[config.mk]
export PLATFORM = sky130hd
export DESIGN_NAME = datapath_pipereg
export DESIGN_NICKNAME = d
export VERILOG_FILES = /design/src/rtl/datapath_pipereg_pkg.sv /design/src/rtl/datapath_pipe_stage.sv /design/src/rtl/datapath_pipereg.sv
export SDC_FILE = /design/constraint.sdc
export NUM_CORES = 1
export LEC_CHECK = 0
export ABC_AREA = 1
export CORE_MARGIN = 2
export CORE_UTILIZATION = 47
export DETAILED_ROUTE_END_ITERATION = 16
export GPL_TIMING_DRIVEN = 0
export HOLD_SLACK_MARGIN = 0.12
export PLACE_DENSITY = 0.87
export SLEW_MARGIN = 20
export SYNTH_ARGS = -nofsm -noshare
export SYNTH_HDL_FRONTEND = slang
export SYNTH_SLANG_ARGS = --single-unit
[constraint.sdc]
create_clock -name clk -period 2 [get_ports clk]
set_input_delay 0.4 -clock clk [delete_from_list [all_inputs] [get_ports clk]]
set_output_delay 0.4 -clock clk [all_outputs]
set_load 0.02 [all_outputs]
[src/rtl/datapath_pipereg_pkg.sv]
// -----------------------------------------------------------------------------
// datapath_pipereg_pkg
//
// Purpose:
//   Shared definitions for the elastic pipeline register. The occupancy
//   counter of the top level is driven from a small decode of the three
//   events that can touch it in a cycle (flush, input transfer, output
//   transfer). Keeping that decode in one function makes the priority
//   explicit: flush wins, and simultaneous in/out transfers cancel.
//
// Contents:
//   count_op_e  - operation applied to the occupancy counter this cycle
//   count_op()  - priority decode of flush / input / output transfer
// -----------------------------------------------------------------------------
package datapath_pipereg_pkg;

    // Operation applied to the occupancy counter at the next clock edge.
    typedef enum logic [1:0] {
        CNT_HOLD = 2'd0,
        CNT_INC  = 2'd1,
        CNT_DEC  = 2'd2,
        CNT_CLR  = 2'd3
    } count_op_e;

    // Flush clears the counter regardless of any handshake; a transfer on
    // both ends in the same cycle leaves the occupancy unchanged.
    function automatic count_op_e count_op(
        input logic clr,
        input logic in_xfer,
        input logic out_xfer
    );
        count_op_e op;
        if (clr) begin
            op = CNT_CLR;
        end else if (in_xfer && !out_xfer) begin
            op = CNT_INC;
        end else if (out_xfer && !in_xfer) begin
            op = CNT_DEC;
        end else begin
            op = CNT_HOLD;
        end
        return op;
    endfunction

endpackage : datapath_pipereg_pkg

[src/rtl/datapath_pipe_stage.sv]
// -----------------------------------------------------------------------------
// datapath_pipe_stage
//
// Purpose:
//   One stage of the elastic pipeline register. The stage is a load register
//   whose load enable is its own handshake: it captures up_data whenever it
//   can accept and the upstream side offers a word. The data register changes
//   only on such a load, so a held word is never overwritten while it is
//   stalled.
//
// Ports:
//   clk       in   rising-edge clock
//   rst_n     in   synchronous active-low reset (clears valid and data)
//   flush     in   synchronous clear of the valid bit; data is retained
//   up_valid  in   upstream offers up_data this cycle
//   up_data   in   upstream data (WIDTH bits)
//   dn_ready  in   downstream accepts this stage's word this cycle
//   acc       out  stage can take a new word this cycle (combinational)
//   vld       out  stage holds a valid word (registered)
//   dat       out  stage data (registered)
// -----------------------------------------------------------------------------
module datapath_pipe_stage #(
    parameter int WIDTH = 10
) (
    input  logic             clk,
    input  logic             rst_n,
    input  logic             flush,
    input  logic             up_valid,
    input  logic [WIDTH-1:0] up_data,
    input  logic             dn_ready,
    output logic             acc,
    output logic             vld,
    output logic [WIDTH-1:0] dat
);

    // Power-up values equal the reset values.
    logic             vld_r = 1'b0;
    logic [WIDTH-1:0] dat_r = {WIDTH{1'b0}};
    logic             adv_s;
    logic             load_s;

    // The word leaves this stage when it is valid and downstream takes it.
    assign adv_s = vld_r & dn_ready;

    // An empty stage, or one that is emptying this cycle, can take a word.
    // This is the term that chains the ready path back through all stages.
    assign acc = ~vld_r | adv_s;

    // Flush must also stop inner stages from shifting, so dat[] is retained.
    assign load_s = acc & up_valid & ~flush;

    // Stage register: data moves only on load; valid follows load/advance/flush.
    always_ff @(posedge clk) begin
        if (!rst_n) begin
            vld_r <= 1'b0;
            dat_r <= {WIDTH{1'b0}};
        end else if (flush) begin
            vld_r <= 1'b0;
        end else if (load_s) begin
            vld_r <= 1'b1;
            dat_r <= up_data;
        end else if (adv_s) begin
            vld_r <= 1'b0;
        end else begin
            vld_r <= vld_r;
        end
    end

    assign vld = vld_r;
    assign dat = dat_r;

endmodule : datapath_pipe_stage

[src/rtl/datapath_pipereg.sv]
// -----------------------------------------------------------------------------
// datapath_pipereg
//
// Purpose:
//   Elastic DEPTH-stage pipeline register with valid/ready handshakes on both
//   ends. Stalls propagate back combinationally (out_ready -> in_ready), holes
//   between stages collapse while the tail stalls, and a synchronous flush
//   empties every stage in one cycle. The last stage drives out_valid and
//   out_data directly, so both are register outputs. An occupancy counter
//   reports how many stages currently hold a word.
//
// Parameters:
//   WIDTH  data width in bits (>= 1)
//   DEPTH  number of register stages (>= 1)
//   CW     occupancy counter width, derived from DEPTH
//
// Ports:
//   clk        in   rising-edge clock
//   rst_n      in   synchronous active-low reset
//   flush      in   synchronous clear of all stage valid bits
//   in_valid   in   producer offers in_data this cycle
//   in_data    in   producer data
//   in_ready   out  pipeline accepts in_data this cycle
//   out_valid  out  last stage holds valid data
//   out_data   out  last-stage data
//   out_ready  in   consumer takes out_data this cycle
//   count      out  number of valid stages, 0..DEPTH
// -----------------------------------------------------------------------------
module datapath_pipereg
    import datapath_pipereg_pkg::*;
#(
    parameter  int WIDTH = 10,
    parameter  int DEPTH = 2,
    localparam int CW    = $clog2(DEPTH + 1)
) (
    input  logic             clk,
    input  logic             rst_n,
    input  logic             flush,
    input  logic             in_valid,
    input  logic [WIDTH-1:0] in_data,
    output logic             in_ready,
    output logic             out_valid,
    output logic [WIDTH-1:0] out_data,
    input  logic             out_ready,
    output logic [CW-1:0]    count
);

    logic          in_xfer_s;
    logic          out_xfer_s;
    // Power-up value equals the reset value.
    logic [CW-1:0] count_r = {CW{1'b0}};

    // Each stage keeps its handshake signals local to its generate block so
    // the acc chain is a series of distinct nets rather than one vector that
    // feeds back on itself.
    for (genvar i = 0; i < DEPTH; i++) begin : g_stage
        logic             up_valid_s;
        logic [WIDTH-1:0] up_data_s;
        logic             dn_ready_s;
        logic             acc_s;
        logic             vld_s;
        logic [WIDTH-1:0] dat_s;

        if (i == 0) begin : g_head
            // The head stage only sees a word the producer actually transfers.
            assign up_valid_s = in_valid & in_ready;
            assign up_data_s  = in_data;
        end else begin : g_body
            assign up_valid_s = g_stage[i-1].vld_s;
            assign up_data_s  = g_stage[i-1].dat_s;
        end

        if (i == DEPTH - 1) begin : g_tail
            assign dn_ready_s = out_ready;
        end else begin : g_inner
            assign dn_ready_s = g_stage[i+1].acc_s;
        end

        datapath_pipe_stage #(
            .WIDTH (WIDTH)
        ) u_stage (
            .clk      (clk),
            .rst_n    (rst_n),
            .flush    (flush),
            .up_valid (up_valid_s),
            .up_data  (up_data_s),
            .dn_ready (dn_ready_s),
            .acc      (acc_s),
            .vld      (vld_s),
            .dat      (dat_s)
        );
    end

    // Input is refused during flush so the word offered that cycle is dropped
    // cleanly rather than half-captured.
    assign in_ready  = g_stage[0].acc_s & ~flush;
    assign out_valid = g_stage[DEPTH-1].vld_s;
    assign out_data  = g_stage[DEPTH-1].dat_s;

    assign in_xfer_s  = in_valid & in_ready;
    assign out_xfer_s = out_valid & out_ready;

    // Occupancy counter: tracks the number of set stage valid bits.
    always_ff @(posedge clk) begin
        if (!rst_n) begin
            count_r <= {CW{1'b0}};
        end else begin
            case (count_op(flush, in_xfer_s, out_xfer_s))
                CNT_CLR:  count_r <= {CW{1'b0}};
                CNT_INC:  count_r <= count_r + CW'(1'b1);
                CNT_DEC:  count_r <= count_r - CW'(1'b1);
                CNT_HOLD: count_r <= count_r;
                default:  count_r <= count_r;
            endcase
        end
    end

    assign count = count_r;

endmodule : datapath_pipereg
==> results.txt, run 1 <==
- From left edge to right edge, the die measures about 53 um.
- For this run, the register share of the synthesized area comes to between 40% and 50%.
- The internal power of the cells totals approximately 640 uW.
- The number of placed instances, taps included, is ~220.
- Final RePlAce weighted congestion: ~0.76
- Iteration-0 DRC Markers: 19
- Pin count of the biggest net entering global routing: 15
- Non-filler cells in the finished layout: between 200 and 250
* Areal power density over the cells: between 500 and 600 mW/mm2
* Most instantiated cells after synthesis: sky130_fd_sc_hd__inv_1, sky130_fd_sc_hd__nand2_1, sky130_fd_sc_hd__dfxtp_1
* Num CTS Buffers: 3
* Netlist area before placement: 0.00113 mm2
* Full die area: about 0.0028 mm2
- Vias in the first global route: 996
* P_sw: 224 uW
- Global routing usage summed across all routing layers: 19.3%
* CP delay by family, top: buffers and inverters
- STA classifies the critical path startpoint as an input port.
- Crit path launch: out_ready
- After clock tree synthesis, the clock-pin slew on the worst setup and hold paths is 0.12 ns.
* Leakage power figure: 0.000683 uW
* Relative contribution of the clock network to total power: 23.8%
- TritonCTS built the clock tree.
- Initial Util: 50.5%
- Die Y-Extent: 53 um
- Max-cap violations in this run came to 0.
* Unique masters post-synth: 17
- The finished cells cover 0.00147 mm2.
* End point of the critical path: in_ready
- Capturing point of the worst reg2reg path: count[1]$_SDFFE_PN0P_
- Hold buffers post-CTS: 0
- Cell count after synthesis: 166
* Number of placement rows: 17
- When the netlist entered floorplanning its net count stood at ~180.
- Clk Tree Root Cell: sky130_fd_sc_hd__clkbuf_4
- Clock Latency Late Sink: between 0.3 and 0.4 ns
- Cell chain of the critical path: clkdlybuf4s50_1 > inv_1 > nand3_4 > nand2_1 > inv_1 > clkdlybuf4s15_2
* Number of cells on the worst hold path: 2
- Across all register-to-register paths, the minimum setup slack is 0.32 ns.
* Post-route DRC: 0
- Switching fraction of total power: between 20% and 30%
- The worst register-to-register path begins at g_stage[1].u_stage.vld$_SDFFE_PP0P_.
- After synthesis the netlist holds a flip-flop and latch count of 24.
- The worst pin sits at a relative slew slack of 71.6%.
* Kind of end point of the critical path: output pin
- The count of buffers added on input and output ports is 28.
- The critical path crosses 6 cells after its start point.
* Maximum vdd ir drop: 0.382 mV
- Measured in cells, the most critical reg-to-reg path has a length of 9.
- Before antenna repair, the detailed router went through 4 iterations.
- Of all nets on the critical path, the largest fanout is 14.
- The routed design could run at a clock period as short as 1.91 ns.
- In this run the number of H-tree levels came out at 1.
- Final antenna diode count: 0
- Count of final max-slew check failures: 0
- Most frequently used flop master after synthesis: sky130_fd_sc_hd__dfxtp_1
- Together, buffers and inverters on the worst path number 4.
- The slowest stage of the critical path belongs to the cell sky130_fd_sc_hd__clkdlybuf4s50_1.
* Post-synth EDFFs: 0
- The detail route stage leaves a number of antenna-violating nets equal to 0.
- Among the stages of the critical path, the cell type that occurs most often is sky130_fd_sc_hd__inv_1.
- Between clock sinks in the finished design, the worst skew comes to 0.00246 ns.
* Setup Buffers After CTS: 0
- Classification of the worst-slack hold path: flop to flop
* Proportion of synthesized flip-flops having asynchronous set or reset: 0%
- Logic pwr share: 16.9%
- Number of setup violations in the final report: 0
- From synthesis to final layout, the design area changed by 30.4%.
- Transition at the pin with the smallest max-transition slack: 0.426 ns
* Worst setup path class: input port to output pin
- Total Negative Setup Slacks: 0 ns
- Dividing the final minimum period by the clock period gives 95.5%.
* Max clock buf depth: 2
- Using the TritonRoute via totals, the vias-per-cell ratio works out to between 4 and 5.
* Timing-limited maximum frequency: 524 MHz
- Delay contributed by the slowest stage of the critical path: 0.42 ns
- Share of Yosys cell area claimed by the top area cell type: 42.6%
- Result of the run: finished, final reports clean
- Dividing the synthesized area by the synthesized cell count gives 6.80 um2.
* Average wire per cell in the routed design: 10.8 um
- For this run, the number of Yosys warnings is 0.
- The post-route netlist has 7.65% of its cells at a drive strength greater than 1.
- The first global-routing pass estimated 3990 um of wire.
* Endpoint required time on the critical path: 1.60 ns
- Across all hold checks on the routed design, the worst slack comes to approximately 0.47 ns.
- The wire-length estimate of the detail-placed layout is between 1500 and 2000 um.
* Crit path DAT: 1.51 ns
- After synthesis, the cell types taking the most area are sky130_fd_sc_hd__dfxtp_1, sky130_fd_sc_hd__inv_1, sky130_fd_sc_hd__nand2_1, sky130_fd_sc_hd__a21oi_1, sky130_fd_sc_hd__nand4_1.
- Once placement finished, the instance area stood at approximately 0.0014 mm2.
* Number of clock sinks seen by CTS: 24
- Wire length reported by the detailed router: 2410 um
- Placeable core region: 0.00223 mm2
- Number of primary I/O pins: 29
- Cell taking the most area after synthesis: sky130_fd_sc_hd__dfxtp_1
- Final hold violations: 0
- Across all layers, the routed design uses 1,093 vias.
* Sequential share of power: 59.4%
* Sum of overflow across all layers after global routing: 0
- The initial antenna violation count is 0.
* Total number of nets in the final design: roughly 220
==> layout by cell type (no fill, tap or decap) <==
cell type / synthesis / routed
sky130_fd_sc_hd__inv_1: 38 / 38
sky130_fd_sc_hd__nand2_1: 38 / 38
sky130_fd_sc_hd__clkdlybuf4s50_1: 0 / 26
sky130_fd_sc_hd__dfxtp_1: 24 / 24
sky130_fd_sc_hd__a21oi_1: 14 / 14
sky130_fd_sc_hd__nor2_1: 12 / 12
sky130_fd_sc_hd__nand4_1: 11 / 11
sky130_fd_sc_hd__nand3_1: 10 / 10
sky130_fd_sc_hd__buf_2: 5 / 3
sky130_fd_sc_hd__clkbuf_4: 0 / 3
sky130_fd_sc_hd__a31oi_1: 2 / 2
sky130_fd_sc_hd__inv_2: 2 / 2
sky130_fd_sc_hd__clkbuf_1: 2 / 2
sky130_fd_sc_hd__ha_1: 2 / 2
sky130_fd_sc_hd__nand3_4: 0 / 1
sky130_fd_sc_hd__nand3_2: 2 / 1
sky130_fd_sc_hd__buf_6: 1 / 1
sky130_fd_sc_hd__o21ai_2: 1 / 1
sky130_fd_sc_hd__buf_4: 0 / 1
sky130_fd_sc_hd__nor3_1: 1 / 1
sky130_fd_sc_hd__nor2_2: 1 / 1
sky130_fd_sc_hd__dlygate4sd2_1: 0 / 1
sky130_fd_sc_hd__clkdlybuf4s15_2: 0 / 1
==> worst register-to-register path, delay by kind of cell, from the launching register on <==
family,cells,cell delay [ns]
DFF,1,0.45
AOI/OAI and AO/OA,2,0.24
and+or+nand+nor,4,0.50
adders and majority gates,1,0.23
buffers and inverters,2,0.21
==> how the worst min path moves through the flow <==
stage	startpoint	to	slack, ns
finish	g_stage[1].u_stage.dat[5]$_SDFFE_PN0P_	g_stage[1].u_stage.dat[5]$_SDFFE_PN0P_	0.47
global route	g_stage[1].u_stage.dat[6]$_SDFFE_PN0P_	g_stage[1].u_stage.dat[6]$_SDFFE_PN0P_	0.49
CTS	g_stage[1].u_stage.dat[6]$_SDFFE_PN0P_	g_stage[1].u_stage.dat[6]$_SDFFE_PN0P_	0.47
detailed placement	g_stage[1].u_stage.dat[5]$_SDFFE_PN0P_	g_stage[1].u_stage.dat[5]$_SDFFE_PN0P_	0.45
global placement	g_stage[1].u_stage.dat[7]$_SDFFE_PN0P_	g_stage[1].u_stage.dat[7]$_SDFFE_PN0P_	0.45
floorplan	g_stage[0].u_stage.dat[0]$_SDFFE_PN0P_	g_stage[1].u_stage.dat[0]$_SDFFE_PN0P_	0.46
==> flip-flops by register name, indices dropped and copies added (netlist names) <==
register,flops
g_stage.u_stage.dat,20
count,2
g_stage.u_stage.vld,2
==> stage by stage <==
stage,worst slack (ns),utilization [%],power [uW]
2_1_floorplan,0.419,-,603
3_3_place_gp,-0.363,64.6,657
3_5_place_dp,-0.412,64.6,666
4_1_cts,0.00107,65.5,862
5_1_grt,-0.00573,65.9,901
6_report,0.0904,65.9,861
==> routing by layer <==
| metal | global-route usage, % | up-vias | part of all wire (%) |
|---|---|---|---|
| met3 | 2.54 | 5 | 4.4 |
| li1 | - | 569 | - |
| met2 | 34.6 | 29 | 50 |
| met1 | 22.3 | 490 | 44 |
| met4 | 8.97 | 0 | 1.7 |
| met5 | 0 | - | 0 |
==> power groups by stage <==
stage / combinational, uW / clock, uW / sequential [uW]
finish: 145 / 204 / 511
global route: 164 / 223 / 514
CTS: 145 / 206 / 511
detailed placement: 145 / 0 / 521
global placement: 137 / 0 / 520
floorplan: 78.9 / 0 / 524
==> timing repair <==
item                                    in CTS  in global routing
resized for setup                            5                  1
endpoints found under the setup margin       1                  3
cloned                                       0                  0
==> logic make-up after synthesis <==
| family | share of synthesized area (%) |
|---|---|
| buffers and inverters | 17.2 |
| DFF | 42.6 |
| adders and majority gates | 2.22 |
| and+or+nand+nor | 29.9 |
| AOI/OAI and AO/OA | 8.09 |
==> area by class of cell <==
| class | instances | area [um2] |
|---|---|---|
| Multi-Input combinational cell | 94 | 462 |
| Tap cell | 28 | 35.0 |
| Inverter | 40 | 150 |
| Fill cell | 196 | 762 |
| Timing Repair Buffer | 28 | 280 |
| Sequential cell | 24 | 480 |
| Clock buffer | 3 | 22.5 |
| Buffer | 7 | 41.3 |
No activity file was read; power rests on OpenSTA's default activity.
==> inputs of run 2 (changes only) <==
Clock period 2 ns to 1.9 ns, I/O delays scaled along.
==> results.txt, run 2 (synthesized netlist as in run 1, its figures left out) <==
- Synth-to-layout area growth: 30.8% (was 30.4%)
- Endpoint required time on the critical path: 1.52 ns (was 1.60 ns)
* Slew HR: 72.6% (was 71.6%)
- Result of the run: finished, final reports clean (unchanged).
- The total global-route track usage is 19.3% (unchanged).
* Iteration-0 DRC Markers: 11 (was 19)
- The kind of cell adding the most delay to the critical path was buffers and inverters (unchanged).
- The worst ir drop on vdd is 0.402 mV (was 0.382 mV).
* Antenna Nets Post-Route: 0 (unchanged)
- Largest fanout on the critical path: 10 (was 14)
* First-pass GRT wire length: 3990 um (unchanged)
- The final core utilization was 66.1% (was 65.9%).
* Clock-pin slew reported for the worst setup and hold paths after clock tree synthesis: 0.12 ns (about the same)
* Final critical delay including setup and external delays: 1.82 ns
- Fraction of layout instances using a drive strength above 1: 8.12% (was 7.65%)
- Ratio of routed vias to standard cells: 4.88 (about the same)
- Average wire per cell in the routed design: 10.8 um (about the same)
* Number of setup violations in the final report: 0 (unchanged)
- Fraction of met2 tracks used by global routing: 35.0% (was 34.6%)
- Setup repair after global routing left no endpoint under its margin.
- Slack of the critical path: 0.0803 ns (was 0.0904 ns)
* Clock Skews: 0.00361 ns (was 0.00246 ns)
- Number of placement rows: 17 (unchanged)
- The placed cell count was 222 (unchanged).
- The number of pins exceeding their max-slew limit in the final report is 0 (unchanged).
* Final antenna diode count: 0 (unchanged)
- The number of top-level pins came to 29 (unchanged).
- Transition at the pin with the smallest max-transition slack: 0.412 ns (was 0.426 ns)
- The number of flip-flops under the largest register name came to 20 (unchanged).
* Pin count of the biggest net entering global routing: 13 (was 15)
- In the finished design, the share of the clock period the worst path needs comes to 95.8%.
- The largest stage delay on the critical path is 0.48 ns (was 0.42 ns).
- Initial antenna violation count: 0 (unchanged)
- The total wirelength of the detailed-routed design is 2420 um (was 2410 um).
- The final weighted congestion in routability-driven placement came to 0.763 (unchanged).
- The area of the die is 0.00281 mm2 (unchanged).
- The library cell contributing the largest single delay on the critical path is sky130_fd_sc_hd__clkdlybuf4s50_1 (unchanged).
- Total Negative Setup Slacks: 0 ns (unchanged)
* Detailed-routing iteration count for the pre-antenna-repair pass: 4 (unchanged)
- The combined flip-flop and latch cell area came to 480 um2 (unchanged).
* Worst setup path class: input port to output pin (unchanged)
- The power per unit of standard cell area was 614 mW/mm2 (was 585 mW/mm2).
- Based on the critical path, the design can be clocked at up to 550 MHz.
* Via count: 1,099 (was 1,093)
- The class of the tightest hold or removal check is flop to flop (unchanged).
* Horizontal die dimension: 53 um (unchanged)
- The area of the multi-input gates was 462 um2 (unchanged).
- Die Y-Extent: 53 um (unchanged)
* CP Buf/Inv Count: 5 (was 4)
* PortBufs: 28 (unchanged)
- Total half-perimeter wirelength after legalization and detailed placement: 1850 um (unchanged)
* Crit path DAT: 1.44 ns (was 1.51 ns)
- H-tree levels: 1 (unchanged)
- The met3 routing resource usage after global routing is 2.54% (unchanged).
* Kind of end point of the critical path: output pin (unchanged)
* Kind of start point of the critical path: input port (unchanged)
- Met1 routing resource usage after global routing: 22.0% (was 22.3%)
- The initial core utilization is 50.5% (unchanged).
- The final-report hold violation count is 0 (unchanged).
- Leakage power figure: 0.000688 uW (was 0.000683 uW)
- Most used cell along the critical path: sky130_fd_sc_hd__inv_1 (unchanged)
- Cell chain of the critical path: clkdlybuf4s50_1 > inv_1 > nand3_4 > buf_6 > nand2_1 > inv_1 > buf_2 (was clkdlybuf4s50_1 > inv_1 > nand3_4 > nand2_1 > inv_1 > clkdlybuf4s15_2).
* Most congested layer reported by global routing: met2 (unchanged)
- The TritonCTS clock tree is yes (unchanged).
- The maximum clock path buffer count came to 2 (unchanged).
* Number of clock sinks seen by CTS: 24 (unchanged)
- The worst setup slack after placement was -0.472 ns (was -0.412 ns).
- The final-stage net count was 216 (was 215).
- The clock root buffer master is sky130_fd_sc_hd__clkbuf_4 (unchanged).
- The via count of the first global-routing pass came to 1,000 (was 996).
* Num CTS Buffers: 3 (unchanged)
- The DRC violation count after routing is 0 (unchanged).
- The count of non-filler cells in the finished layout was 225 (was 224).
* Clock Latency Late Sink: 0.31 ns (about the same)
- Placeable core region: 0.00223 mm2 (unchanged)
* Maxcap violations: 0 (unchanged)
- Sum of overflow across all layers after global routing: 0 (unchanged)
- Commonest cells after routing, fill and taps aside: sky130_fd_sc_hd__inv_1, sky130_fd_sc_hd__nand2_1, sky130_fd_sc_hd__clkdlybuf4s50_1 (unchanged).
* Fill cell total of the finished layout: 196 (unchanged)
-- run 2: cell types whose count changed in the layout (fill, tap and decap cells not counted) --
cell / change
sky130_fd_sc_hd__buf_2: +1
sky130_fd_sc_hd__buf_6: +1
sky130_fd_sc_hd__clkdlybuf4s15_2: -1
-- run 2: final cells by class --
class                           instances  share of cell area [%]
Sequential cell                        24                    32.5
Buffer                                  8                    3.56
Timing Repair Buffer                   28                    18.6
Clock buffer                            3                    1.53
Multi-Input combinational cell         94                    31.3
Tap cell                               28                    2.37
Inverter                               40                    10.2
-- run 2: metrics by stage --
stage                     power [uW]  area [um2]  hold WS, ns
after floorplan                  635        1130        0.460
after CTS                        907        1470        0.472
after detailed placement         701        1440        0.455
after global placement           692        1440        0.450
final                            906        1480        0.469
after global routing             947        1480        0.487
-- run 2: power breakdown --
part	total [uW]	leakage (uW)	internal [uW]	switching (uW)
clock	216	0.0000138	74.1	142
combinational	152	0.000478	71.3	80.8
sequential	538	0.000196	524	13.9
total	906	0.000688	669	237
-- run 2: worst paths after layout --
| check | from | endpoint | slack (ns) | cells after the start |
|---|---|---|---|---|
| worst max-delay path | out_ready | in_ready | 0.08 | 7 |
| worst min-delay path | g_stage[1].u_stage.dat[5]$_SDFFE_PN0P_ | g_stage[1].u_stage.dat[5]$_SDFFE_PN0P_ | 0.47 | 2 |
| worst max register to register | g_stage[1].u_stage.vld$_SDFFE_PP0P_ | count[1]$_SDFFE_PN0P_ | 0.24 | 7 |
| worst min register to register | g_stage[1].u_stage.dat[5]$_SDFFE_PN0P_ | g_stage[1].u_stage.dat[5]$_SDFFE_PN0P_ | 0.47 | 2 |
-- run 2: worst min-delay path, delay by kind of cell (launching register included) --
| kind | cells | cell delay (ns) |
|---|---|---|
| AO/OA/AOI/OAI | 1 | 0.05 |
| AND/OR/NAND/NOR | 1 | 0.06 |
| flip-flops | 1 | 0.33 |
-- run 2: layer usage --
layer	share of wire [%]	up-vias
li1	-	571
met1	43	496
met2	51	27
met3	4.1	5
met4	1.7	0
met5	0	-
-- run 2: timing repair --
action	in CTS	in global routing
endpoints found under the setup margin	1	2
hold buffers	0	0
gates resized for setup	8	1
buffers inserted	0	0
